--- config.mk ---
export PLATFORM = sky130hd
export DESIGN_NAME = counter_seek_ctrl
export DESIGN_NICKNAME = d
export VERILOG_FILES = /design/src/rtl/counter_seek_ctrl.sv
export SDC_FILE = /design/constraint.sdc
export NUM_CORES = 1
export LEC_CHECK = 0
export BUFFER_PORTS_ARGS = -buffer_cell sky130_fd_sc_hd__buf_2
export CORE_AREA = 2 2 63 65
export CTS_CLUSTER_SIZE = 20
export DETAILED_ROUTE_END_ITERATION = 12
export DIE_AREA = 0 0 65 67
export GPL_TIMING_DRIVEN = 0
export PLACE_DENSITY = 0.77
export SLEW_MARGIN = 30
export SYNTH_ARGS = -nofsm -noshare
export SYNTH_HDL_FRONTEND = slang
export SYNTH_SLANG_ARGS = --single-unit
export TNS_END_PERCENT = 100
--- constraint.sdc ---
create_clock -name clock -period 2.8 [get_ports clock]
set_input_delay 0.14 -clock clock [delete_from_list [all_inputs] [get_ports clock]]
set_output_delay 0.14 -clock clock [all_outputs]
set_load 0.005 [all_outputs]
--- src/rtl/counter_seek_ctrl.sv ---
// Seek sequencer for a mod-9 up/down counter: pulses Up/Down along the shorter
// way around the ring until CurrentState matches the target, recovering from state 15.
module counter_seek_ctrl #(
    parameter int unsigned TIMEOUT = 4
) (
    input  logic       clock,
    input  logic       Reset,
    input  logic       Start,
    input  logic [3:0] Target,
    input  logic       Abort,
    input  logic [3:0] CurrentState,
    output logic       Up,
    output logic       Down,
    output logic       CounterReset,
    output logic       Busy,
    output logic       Done,
    output logic       Error,
    output logic [3:0] Steps
);

    typedef enum logic [2:0] {
        S_IDLE,
        S_CHECK,
        S_STEP_UP,
        S_STEP_DN,
        S_WAIT,
        S_RECOVER,
        S_RWAIT,
        S_DONE
    } state_t;

    localparam logic [3:0] TIMEOUT_LAST = 4'(TIMEOUT - 1);
    localparam logic [3:0] POS_MAX      = 4'd8;

    state_t     r_state;
    logic [3:0] r_target;
    logic [3:0] r_prev;
    logic [3:0] r_timer;
    logic [3:0] r_steps;
    logic       r_up;
    logic       r_down;
    logic       r_crst;
    logic       r_busy;
    logic       r_done;
    logic       r_error;

    logic [4:0] w_diff_up;
    logic [4:0] w_diff_dn;
    logic [4:0] w_dist_up;
    logic [4:0] w_dist_dn;
    logic       w_state_bad;
    logic       w_target_bad;
    logic       w_at_target;
    logic       w_timed_out;
    logic [3:0] w_steps_inc;

    // Ring distances: a negative 5-bit difference wraps by adding the ring size.
    assign w_diff_up    = {1'b0, r_target} - {1'b0, CurrentState};
    assign w_diff_dn    = {1'b0, CurrentState} - {1'b0, r_target};
    assign w_dist_up    = w_diff_up[4] ? w_diff_up + 5'd9 : w_diff_up;
    assign w_dist_dn    = w_diff_dn[4] ? w_diff_dn + 5'd9 : w_diff_dn;
    assign w_state_bad  = (CurrentState > POS_MAX);
    assign w_target_bad = (Target > POS_MAX);
    assign w_at_target  = (CurrentState == r_target);
    assign w_timed_out  = (r_timer == TIMEOUT_LAST);
    assign w_steps_inc  = (r_steps == 4'hF) ? 4'hF : r_steps + 4'd1;

    // NOTE: state and outputs are flops updated with non-blocking assignments so
    // every branch below sees the pre-edge values of all registers.
    always_ff @(posedge clock or negedge Reset) begin
        if (!Reset) begin
            r_state  <= S_IDLE;
            r_target <= '0;
            r_prev   <= '0;
            r_timer  <= '0;
            r_steps  <= '0;
            r_up     <= 1'b0;
            r_down   <= 1'b0;
            r_crst   <= 1'b0;
            r_busy   <= 1'b0;
            r_done   <= 1'b0;
            r_error  <= 1'b0;
        end else begin
            // NOTE: pulse outputs default low every cycle; a branch that wants a
            // pulse raises it for exactly the one cycle after this edge.
            r_up    <= 1'b0;
            r_down  <= 1'b0;
            r_crst  <= 1'b0;
            r_done  <= 1'b0;
            r_error <= 1'b0;

            if (Abort && (r_state != S_IDLE)) begin
                r_state <= S_IDLE;
                r_busy  <= 1'b0;
            end else begin
                case (r_state)
                    S_IDLE: begin
                        if (Start) begin
                            if (w_target_bad) begin
                                r_error <= 1'b1;
                            end else begin
                                r_target <= Target;
                                r_steps  <= '0;
                                r_busy   <= 1'b1;
                                r_state  <= S_CHECK;
                            end
                        end
                    end
                    S_CHECK: begin
                        if (w_state_bad) begin
                            r_crst  <= 1'b1;
                            r_state <= S_RECOVER;
                        end else if (w_at_target) begin
                            r_done  <= 1'b1;
                            r_state <= S_DONE;
                        end else if (w_dist_up <= w_dist_dn) begin
                            r_up    <= 1'b1;
                            r_steps <= w_steps_inc;
                            r_state <= S_STEP_UP;
                        end else begin
                            r_down  <= 1'b1;
                            r_steps <= w_steps_inc;
                            r_state <= S_STEP_DN;
                        end
                    end
                    S_STEP_UP, S_STEP_DN: begin
                        // The counter moves on this same edge, so this is its old value.
                        r_prev  <= CurrentState;
                        r_timer <= '0;
                        r_state <= S_WAIT;
                    end
                    S_WAIT: begin
                        if (CurrentState != r_prev) begin
                            r_state <= S_CHECK;
                        end else if (w_timed_out) begin
                            r_error <= 1'b1;
                            r_busy  <= 1'b0;
                            r_state <= S_IDLE;
                        end else begin
                            r_timer <= r_timer + 4'd1;
                        end
                    end
                    S_RECOVER: begin
                        r_timer <= '0;
                        r_state <= S_RWAIT;
                    end
                    S_RWAIT: begin
                        if (CurrentState == 4'd0) begin
                            r_state <= S_CHECK;
                        end else if (w_timed_out) begin
                            r_error <= 1'b1;
                            r_busy  <= 1'b0;
                            r_state <= S_IDLE;
                        end else begin
                            r_timer <= r_timer + 4'd1;
                        end
                    end
                    S_DONE: begin
                        r_busy  <= 1'b0;
                        r_state <= S_IDLE;
                    end
                    default: begin
                        r_busy  <= 1'b0;
                        r_state <= S_IDLE;
                    end
                endcase
            end
        end
    end

    assign Up           = r_up;
    assign Down         = r_down;
    assign CounterReset = r_crst;
    assign Busy         = r_busy;
    assign Done         = r_done;
    assign Error        = r_error;
    assign Steps        = r_steps;

    a_pulse_exclusive: assert property (@(posedge clock) disable iff (!Reset)
        $onehot0({Up, Down, CounterReset}));

endmodule

## Yosys cells after proc, flatten, opt, wreduce, memory -nomap -nowiden

Index checks and enable logic that the tools add are counted.

- Register bits after elaboration: 25
- Input bits: 12
- Output and inout bits: 10
- Logic and storage cells: 111

- $add $sub $neg: 6
- Magnitude comparators: 3
- Equality and inequality tests: 21
- Mux-type cells: 53
- Bitwise gates (word level): 2
- Reduce and logical (&&, ||, !) cells: 15

Operators with widths:

| cell | number |
|---|---|
| two-way mux 4 bit | 8 |
| two-way mux 1 bit | 30 |
| two-way mux 3 bit | 8 |
| one-hot mux 3 bit (7 select lines) | 1 |
| == test 3 bit, second input constant | 4 |
| != test 2 bit, second input constant | 6 |
| != test 3 bit, second input constant | 4 |
| one-hot mux 4 bit (3 select lines) | 1 |
| adder 5 x 4 -> 5 bit, second input constant | 2 |
| two-way mux 5 bit | 2 |
| subtractor 4 x 4 -> 5 bit | 2 |
| adder 4 x 1 -> 4 bit, second input constant | 2 |
| greater-than comparator 4 bit, second input constant | 2 |
| one-hot mux 4 bit (2 select lines) | 1 |
| AND reduction 4 bit | 2 |
| == test 3 x 2 -> 1 bit, second input constant | 2 |
| AND reduction 6 bit | 1 |
| nonzero test 3 bit | 2 |
| <= comparator 5 bit | 1 |
| AND reduction 5 bit | 1 |
| nonzero test 5 bit | 1 |
| == test 4 x 2 -> 1 bit, second input constant | 1 |
| == test 4 bit | 1 |
| == test 4 bit, second input constant | 1 |
| other kinds (12) | 14 |

## Depth between registers and ports, before layout

Gate-level depths: netlist of run 1.

- Depth after elaboration: 9
- Depth in mapped cells: 14
- Mapped depth without buffers: 14

## Worst setup path before layout of run 1

No wires, ideal clock.

- Path kind: reg-to-reg
- Start point: reg r_target[0]
- End point: reg r_state[0]
- Setup time: 0.087 ns
- Data arrival time: 2.761 ns
- Required time: 2.713 ns
- Slack: -0.048 ns
- Cell stages (with the launch flop): 14
- Buffers on the path: 0
- Period minus slack after synthesis: 2.848 ns
- Cell sequence: dfrtp_1 inv_1 ha_1 inv_1 fa_1 a21o_1 a21oi_1 mux2_2 ha_1 and4_1 a21oi_1 o31a_1 o21ai_0 a22oi_1

- Cells in the longest elaborated chain, start to end: 9
- Elaborated cells on any way between the ends: 13
- Classes of those cells: add/sub (4); order compare (1); eq/ne (1); mux (7)

Ends and longest elaborated chain:

| what | RTL line | RTL |
|---|---|---|
| start: declaration | 36 | `logic [3:0] r_target;` |
| start signal: assignment | 102 | `r_target <= Target;` |
| subtractor 4 x 4 -> 5 bit, on equally long branches | 58, 59 |  |
| adder 5 x 4 -> 5 bit, on equally long branches | 60, 61 |  |
| two-way mux 5 bit, on equally long branches | 60, 61 |  |
| <= comparator 5 bit | 116 | `end else if (w_dist_up <= w_dist_dn) begin` |
| two-way mux 1 bit | 116 |  |
| two-way mux 3 bit * | 113 | `end else if (w_at_target) begin` |
| two-way mux 3 bit * | 110 | `if (w_state_bad) begin` |
| one-hot mux 3 bit (7 select lines) * | 96 | `case (r_state)` |
| two-way mux 3 bit * | 92 | `if (Abort && (r_state != S_IDLE)) begin` |
| end signal: assignment | 93 | `r_state <= S_IDLE;` |
| end signal: assignment | 112 | `r_state <= S_RECOVER;` |
| end signal: assignment | 115 | `r_state <= S_DONE;` |
| end: declaration | 35 | `state_t r_state;` |

Every way passes the cells marked *; elsewhere a longest branch is shown, timed or not.
A chain may end at the register's enable or synchronous reset.

## Worst setup path in the final report of run 1

Ends and elaborated chain as after synthesis.

==> impl_metrics.csv, run 1 <==
group,metric,value,unit
die,initial_core_util,51.3,%
routing,drc,0,
power,p_per_area,1260,nW/um^2
die,core-area,3610,sq um
sta,period_share,101,%
synth,syn_nets,238,
clock_tree,cts_num_sinks,25,
sta,rsz0062_at_grt,"yes",
clock_tree,clock_path_buffers,2,
critical_path,cp_max_fo,5,
global_route,grt_pass1_wl,6290,microns
layout,area_delta_synth_final,19.2,%
global_route,grt_max_degree,26,
global_route,antenna_found_initial,0,
critical_path,critPathKind,"flop to flop",
critical_path,crit_path_end_kind,"flop",
hold_path,hp-class,"primary input to flop",
sta,fmax,353,MHz
place,finalWeightedCongestion,0.824,
synth,postSynth.asyncResetShare,100,%
routing,wl_per_cell,13.7,microns
clock_tree,cts_made_buffers,3,
global_route,grt_usage,18.8,%
synth,synth.most_common_cell,"dfrtp_1",
sta,finalCriticalPeriod,2830,ps
sta,drv_slew,0,
synth,synth_flop_cell,"dfrtp_1",
sta,setup_ws,-34.9,ps
synth,netlist.area_leader.share,33.8,%
power,vdd_ir_drop_max,0.472,mV
die,die_area,4360,sq um
synth,synth_top_cells_by_count,"dfrtp_1 (25), nand2_1 (20), nor2_1 (19), ha_1 (17)",
global_route,grt_pass1_vias,1446,
synth,avgSynthCellArea,8.94,sq um
synth,ys_warn_count,0,
clock_tree,cts_root_buffer,"clkbuf_8",
die,io_pins,22,
synth,synthCells,207,
routing,firstDrtPassIters,4,
layout,n_fill_cell,340,
routing,via_count,1578,
clock_tree,cts_tree,"yes",
synth,synth_cell_type_count,48,
layout,fin_cells,285,
routing,finalWirelength,3890,microns
routing,drtIter0Drc,92,
synth,synthTopCellsByArea,"dfrtp_1 (34%), ha_1 (11%), xnor2_1 (4.7%)",
routing,via_per_inst,5.54,
clock_tree,clk_pin_slew,90,ps
run_status,violations,"negative setup slack",
die,num_rows,22,
sta,clock_skew,5.40,ps
place,place_hpwl,2810,microns
global_route,grt.overflow.total,0,
sta,hold_viol,0,
sta,setup-violations-final,2,
layout,layout.nets,269,
synth,yosysTopAreaCell,"dfrtp_1",
synth,ys_seq_area_share,33.8,%
critical_path,cp.arrival,3030,ps
critical_path,start_kind,"flop",
die,die_w,65,microns
synth,synth_seq_cells,25,
layout,utilization,61.2,%
clock_tree,htree_levels,1,
critical_path,worstPathRequired,3000,ps
sta,worst_pin_slew,720,ps
sta,slew_headroom,51.6,%
synth,synth_edf_count,0,
place,placed_cells,275,
routing,ant_nets,0,
place,port_buffers,20,
clock_tree,clkLatencyLatePin,280,ps
run,drv_cap,0,
power,leakage,1.04,nW
synth,synth_area,1850,sq um
layout,layout-drive-gt1-share,26.6,%
layout,diodes,0,
die,die_h,67,microns
run_status,status,"complete, but fails checks",
-- report_power, final --
part	internal, mW	leakage (nW)	switching [mW]
clock	0.101	0.0217	0.126
combinational	0.963	0.696	1.02
sequential	0.474	0.325	0.0810
total	1.54	1.04	1.23
-- placed cells by master, fill, tap and decap left out, drive strengths merged, types with 3 or more instances in the layout --
master,Yosys,routed
and2b,3,3
nor2,19,19
inv,14,14
buf,2,27
nand2,20,20
mux2,6,6
nor3,3,3
clkbuf,4,7
nand3,10,10
xnor2,10,10
dfrtp,25,25
a21oi,14,14
xor2,4,4
o31ai,5,5
a21o,5,5
nand2b,5,5
o21ai,11,11
ha,17,17
-- cell families after synthesis --
| group | share of synthesized area, % |
|---|---|
| compound gates | 17.9 |
| xor+xnor | 6.63 |
| fa+ha+maj | 13.7 |
| buf+inv | 4.33 |
| flops | 33.8 |
| mux | 4.39 |
| simple gates | 19.3 |
-- worst paths after layout --
path                              from           to  slack [ps]  cells past startpoint
min in group asynchronous        Reset   r_timer[2]         370                      2
max                        r_target[0]   r_state[0]         -30                     13
max reg2reg                r_target[0]   r_state[0]         -30                     13
min reg2reg                 r_timer[3]   r_timer[3]         510                      1
max in group asynchronous        Reset  r_target[3]        2060                      2
min                          Target[0]  r_target[0]          80                      3
-- stage by stage --
step	hold WS (ps)	cell area, sq um	setup WS, ps	power (mW)	TNS (ps)
2_1_floorplan	-156	1850	45.6	1.75	0
3_3_place_gp	159	2010	-159	2.02	-213
3_5_place_dp	162	2010	-211	2.08	-297
4_1_cts	77.4	2130	4.07	2.44	0
5_1_grt	89.9	2210	-174	3.04	-400
6_report	75.6	2210	-34.9	2.77	-42.6
-- final cells by class --
type | count | area, sq um | area share (%)
flip-flops and latches | 25 | 626 | 28.4
clock inverters | 1 | 7.51 | 0.340
well taps | 48 | 60.1 | 2.72
multi-input cells | 162 | 1240 | 56.4
clock buffers | 3 | 41.3 | 1.87
plain buffers | 6 | 27.5 | 1.25
repair buffers | 26 | 148 | 6.69
inverters | 14 | 52.6 | 2.38
-- registers in the layout, summed over array words and instances (netlist names) --
register,cells
Busy,1
CounterReset,1
Done,1
Down,1
Error,1
Steps,4
Up,1
r_prev,4
r_state,3
r_target,4
r_timer,4
-- layer usage --
| metal | share of wire, % | vias to the layer above | global-route usage, % |
|---|---|---|---|
| met3 | 2.7 | 5 | 2.53 |
| met5 | 0 | - | 0 |
| met4 | 1.1 | 0 | 5.85 |
| met2 | 52 | 24 | 33.8 |
| met1 | 44 | 758 | 23.2 |
| li1 | - | 791 | - |
-- worst max-delay path, stage by stage (launching register included) --
cell	delay (ps)
dfrtp_1	410
inv_2	80
ha_4	120
inv_2	40
fa_2	370
a21o_1	200
a21oi_4	240
mux2_4	340
ha_4	210
and4_1	200
a21oi_2	130
o31a_1	180
o21ai_1	80
a22oi_1	160
-- what timing repair did --
item,in CTS,in global routing
setup endpoints to repair,3,3
gates resized for setup,8,17
buffers inserted,2,3
hold endpoints to repair,25,0
hold buffers,1,0
pin swaps,7,13
Power figures use the tool's default switching activity.
==> run 2, diff against run 1 <==
- CORE_AREA: 2 2 63 65 -> 2 2 59 61
- DIE_AREA: 0 0 65 67 -> 0 0 61 63
- HOLD_SLACK_MARGIN: not set -> 0.02
- PLACE_DENSITY: 0.77 -> 0.82
- clock period: 2.8 -> 3.6 ns (I/O delays scaled with it)
==> run 2 against run 1 <==
  * The flow now finishes without violations
  * Hold slack better by 3.8 ps
  * Clock power down 42%
  * First-iteration DRC count down 53%
  * Via count down 5.4%
  * Flip-flop and latch count unchanged
  * Maximum frequency down 9.4%
  * Clock-buffer cell count unchanged
  * Final cell count down 2.5%
  * Power down 38%
  * Global-route usage up 2.8 points
  * Sequential share of layout area up 2.2 points
==> impl_metrics.csv, run 2 (synthesis gave the netlist of run 1 again) <==
group,metric,value,unit
sta,setup_ws,472,ps
die,core-area,3230,sq um
hold_path,hp-class,"primary input to flop",
global_route,grt_usage,21.6,%
power,leakage,0.996,nW
clock_tree,clkLatencyLatePin,330,ps
sta,hold_viol,0,
global_route,grt_pass1_wl,6330,microns
layout,layout-drive-gt1-share,16.4,%
run,drv_cap,0,
routing,firstDrtPassIters,4,
die,die_w,61,microns
place,finalWeightedCongestion,0.855,
layout,final_cell_mix,"dfrtp_1 (25), buf_2 (21), nand2_1 (20)",
layout,diodes,0,
routing,finalWirelength,3560,microns
sta,setup-violations-final,0,
routing,via_per_inst,5.37,
sta,finalCriticalPeriod,3130,ps
critical_path,cp_max_fo,5,
global_route,grt_use_met2,34.9,%
layout,mostFrequentLayoutCell,"dfrtp_1",
layout,n_fill_cell,292,
sta,period_share,86.9,%
clock_tree,cts_made_buffers,3,
critical_path,start_kind,"flop",
sta,clock_skew,8.59,ps
clock_tree,clock_path_buffers,2,
die,die_h,63,microns
power,p_per_area,837,nW/um^2
routing,drtIter0Drc,43,
place,place_ws,458,ps
global_route,grt.busiest_layer,"met2",
routing,via_count,1492,
place,place_hpwl,2770,microns
critical_path,critPathKind,"flop to flop",
global_route,met3_usage,3.11,%
run_status,status,"finished clean",
critical_path,worstPathRequired,3860,ps
power,vdd_ir_drop_max,0.345,mV
clock_tree,cts_resized,0,
die,die_area,3840,sq um
clock_tree,cts_num_sinks,25,
layout,fin_cells,278,
place,port_buffers,20,
routing,drc,0,
clock_tree,cts_tree,"yes",
sta,slew_headroom,48.7,%
global_route,antenna_found_initial,0,
critical_path,cp.arrival,3390,ps
die,io_pins,22,
layout,area_delta_synth_final,10.7,%
routing,ant_nets,0,
global_route,grt_max_degree,26,
place,placed_cells,273,
power,power,1.71,mW
global_route,grt_pass1_vias,1457,
sta,hold_ws,79.4,ps
clock_tree,cts_root_buffer,"clkbuf_4",
routing,wl_per_cell,12.8,microns
sta,worst_pin_slew,763,ps
critical_path,crit_path_end_kind,"flop",
sta,fin_setup_tns,0,ps
global_route,grt.overflow.total,0,
sta,drv_slew,0,
global_route,gr-usage-met1,28.8,%
clock_tree,htree_levels,1,
sta,fmax,320,MHz
die,num_rows,21,
layout,layout.nets,264,
die,initial_core_util,57.3,%
sta,rsz0062_at_grt,"no",
clock_tree,clk_pin_slew,150,ps
==> run 2: path summary, 6_finish.rpt <==
| path | cells after the start | slack [ps] | endpoint | startpoint |
|---|---|---|---|---|
| max in group asynchronous | 2 | 2880 | r_target[2] | Reset |
| setup / recovery | 13 | 470 | r_state[0] | r_target[0] |
| setup reg to reg | 13 | 470 | r_state[0] | r_target[0] |
| min in group asynchronous | 2 | 350 | Steps[2] | Reset |
| hold / removal | 3 | 80 | r_target[1] | Target[1] |
| hold reg to reg | 1 | 490 | r_timer[3] | r_timer[3] |
==> run 2: timing repair <==
action,CTS,global route
buffers inserted,0,0
hold buffers,1,0
endpoints found under the hold margin,25,0
endpoints found under the setup margin,0,0
==> run 2: cell type report <==
cell class	count	area [sq um]	area share [%]
Buffer	6	27.5	1.34
Clock buffer	3	22.5	1.10
Clock inverter	1	7.51	0.367
Inverter	14	52.6	2.57
Multi-Input combinational cell	162	1140	55.9
Sequential cell	25	626	30.5
Tap cell	46	57.6	2.81
Timing Repair Buffer	21	110	5.38
==> run 2: critical path, cell delays in order (launching register included) <==
cell	delay (ps)
dfrtp_1	410
inv_1	70
ha_1	150
inv_1	70
fa_1	400
a21o_1	170
a21oi_1	350
mux2_2	400
ha_1	310
and4_1	160
a21oi_1	130
o31a_1	190
o21ai_0	110
a22oi_1	150
==> run 2: routing by layer <==
metal	share of wire (%)	vias up
li1	-	780
met1	47	689
met2	50	16
met3	2.3	7
met4	1.6	0
met5	0	-
==> run 2: power breakdown <==
part           leakage (nW)  internal (mW)  switching, mW
sequential            0.325          0.368         0.0626
combinational         0.658          0.539          0.613
clock                0.0139         0.0425         0.0890
==> run 2: per-stage QoR <==
step                utilization [%]  area [sq um]
floorplan                         -          1850
global placement               62.1          2010
detailed placement             62.1          2010
CTS                            63.4          2050
global route                   63.4          2050
finish                         63.4          2050
==> run 3, diff against run 2 <==
- ABC_AREA: not set -> 1
- CORE_AREA: 2 2 59 61 -> 2 2 61 63
- DIE_AREA: 0 0 61 63 -> 0 0 63 65
==> run 3 against run 2 <==
  * Hold slack worse by 14 ps
  * Highest routed layer unchanged
  * Design area increased by 6.7%
  * Setup slack better by 290 ps
  * Synthesized area up 7.0%
  * Clock skew fell by 1.3 ps
  * Sequential share of layout area down 1.9 points
==> impl_metrics.csv, run 3 <==
group,metric,value,unit
global_route,antenna_found_initial,0,
hold_path,hp-class,"primary input to flop",
die,core-area,3500,sq um
layout,area_delta_synth_final,10.4,%
clock_tree,cts_made_buffers,3,
synth,netlist.area_leader.share,31.6,%
routing,ant_nets,0,
routing,via_per_inst,4.98,
place,port_buffers,21,
sta,rsz0062_at_grt,"no",
critical_path,cp.arrival,3100,ps
place,placed_cells,343,
clock_tree,cts_root_buffer,"clkbuf_4",
sta,drv_slew,0,
layout,utilization,62.5,%
layout,layout-drive-gt1-share,15.0,%
clock_tree,cts_resized,0,
sta,finalCriticalPeriod,2840,ps
sta,fin_setup_tns,0,ps
synth,synth_edf_count,0,
layout,ff_latch_area,626,sq um
hold_path,whs_path_depth,3,
sta,fmax,352,MHz
global_route,grt_max_degree,26,
synth,synth.most_common_cell,"nand2_1",
synth,postSynth.asyncResetShare,100,%
layout,fin_cells,348,
synth,synth_top_cells_by_count,"nand2_1 (70), inv_1 (42), nor2_1 (27), dfrtp_1 (25)",
die,num_rows,22,
critical_path,r2r_cells,18,
die,die_w,63,microns
sta,clock_skew,7.25,ps
critical_path,critPathKind,"flop to flop",
die,io_pins,22,
die,die_h,65,microns
clock_tree,clock_path_buffers,2,
layout,diodes,0,
sta,slew_headroom,62.5,%
layout,multi_input_area,1180,sq um
hold_path,hold_start,"Target[0]",
power,p_per_area,915,nW/um^2
clock_tree,clk_pin_slew,130,ps
synth,syn_nets,305,
critical_path,r2r-end,"r_state[0]",
global_route,grt_pass1_wl,6980,microns
routing,via_count,1733,
synth,synthTopCellsByArea,"dfrtp_1 (32%), nand2_1 (13%), ha_1 (11%)",
die,die_area,4100,sq um
synth,synthCells,274,
run_status,status,"finished clean",
layout,mostFrequentLayoutCell,"nand2_1",
clock_tree,cts_num_sinks,25,
clock_tree,cts_post_setup_buffers_inserted,0,
place,finalWeightedCongestion,0.927,
critical_path,r2r_setup_slack,760,ps
clock_tree,clkLatencyLatePin,330,ps
layout,final_cell_mix,"nand2_1 (70), inv_1 (42), nor2_1 (27)",
global_route,grt_pass1_vias,1687,
layout,layout.nets,332,
synth,ys_seq_area_share,31.6,%
sta,period_share,78.8,%
synth,synth_cell_type_count,29,
routing,firstDrtPassIters,4,
routing,drtIter0Drc,66,
synth,synth_area,1980,sq um
synth,avgSynthCellArea,7.22,sq um
synth,ys_warn_count,0,
layout,n_fill_cell,313,
critical_path,cp_max_fo,3,
sta,setup-violations-final,0,
clock_tree,cts_hold_buf,1,
global_route,grt.overflow.total,0,
synth,synth_seq_cells,25,
routing,wl_per_cell,10.8,microns
sta,worst_pin_slew,563,ps
run,drv_cap,0,
die,initial_core_util,56.6,%
critical_path,start_kind,"flop",
critical_path,rr_startpoint,"r_target[0]",
clock_tree,cts_tree,"yes",
clock_tree,htree_levels,1,
power,vdd_ir_drop_max,0.327,mV
hold_path,holdPathEnd,"r_target[0]",
power,power,2.00,mW
sta,hold_ws,65.5,ps
synth,yosysTopAreaCell,"dfrtp_1",
place,place_hpwl,3030,microns
routing,finalWirelength,3770,microns
synth,synth_flop_cell,"dfrtp_1",
power,leakage,1.20,nW
critical_path,crit_path_end_kind,"flop",
global_route,grt_usage,21.1,%
sta,hold_viol,0,
critical_path,worstPathRequired,3860,ps
routing,drc,0,
run 3: final cells by class:
type	count	area share, %
clock inverters	1	0.344
flip-flops and latches	25	28.6
clock buffers	3	1.03
well taps	48	2.75
multi-input cells	203	54.0
repair buffers	22	5.27
inverters	45	7.73
plain buffers	1	0.229
run 3: kinds of logic after synthesis:
kind of cell / count (synthesis) / share of synthesized area, %
AOI/OAI and AO/OA: 37 / 10.6
buffers and inverters: 46 / 8.79
adders and majority gates: 19 / 12.8
and+or+nand+nor: 133 / 30.0
DFF: 25 / 31.6
xor gates and xnor gates: 14 / 6.19
run 3: stage by stage:
stage / cell area [sq um] / worst slack [ps]
floorplan: 1980 / 1060
global placement: 2140 / 873
CTS: 2180 / 758
detailed placement: 2140 / 784
global route: 2180 / 434
finish: 2180 / 763
run 3: worst max-delay path by stage:
stage / start / endpoint
final: r_target[0] / r_state[0]
after global routing: r_target[0] / r_state[0]
after CTS: r_target[0] / r_state[0]
after detailed placement: r_target[0] / r_state[0]
after global placement: r_target[0] / r_state[0]
after floorplan: r_target[0] / r_state[0]
run 3: critical path, stage by stage (launching register included):
cell     delay [ps]
dfrtp_1         410
inv_1            80
ha_1            150
inv_1            60
fa_1            390
xnor2_1         300
nor2_1           80
a21oi_1         170
xnor2_1         130
inv_1            60
ha_1            270
nand2_1          60
nor2_1          140
nand2_1          60
nand3_1          60
nand2_1          80
nand2_1          80
nand2_1          50
a21oi_1         130
run 3: metal layers:
layer / track usage (%) / share of wire (%) / up-vias
met5: 0 / 0 / -
met4: 6.67 / 1.5 / 0
met3: 3.13 / 3.5 / 5
met2: 37.0 / 46 / 40
met1: 26.7 / 49 / 772
li1: - / - / 916
run 3: report_power, final:
group,switching [mW],leakage (nW),internal [mW]
combinational,0.848,0.853,0.565
clock,0.0883,0.0139,0.0426
sequential,0.0811,0.329,0.375
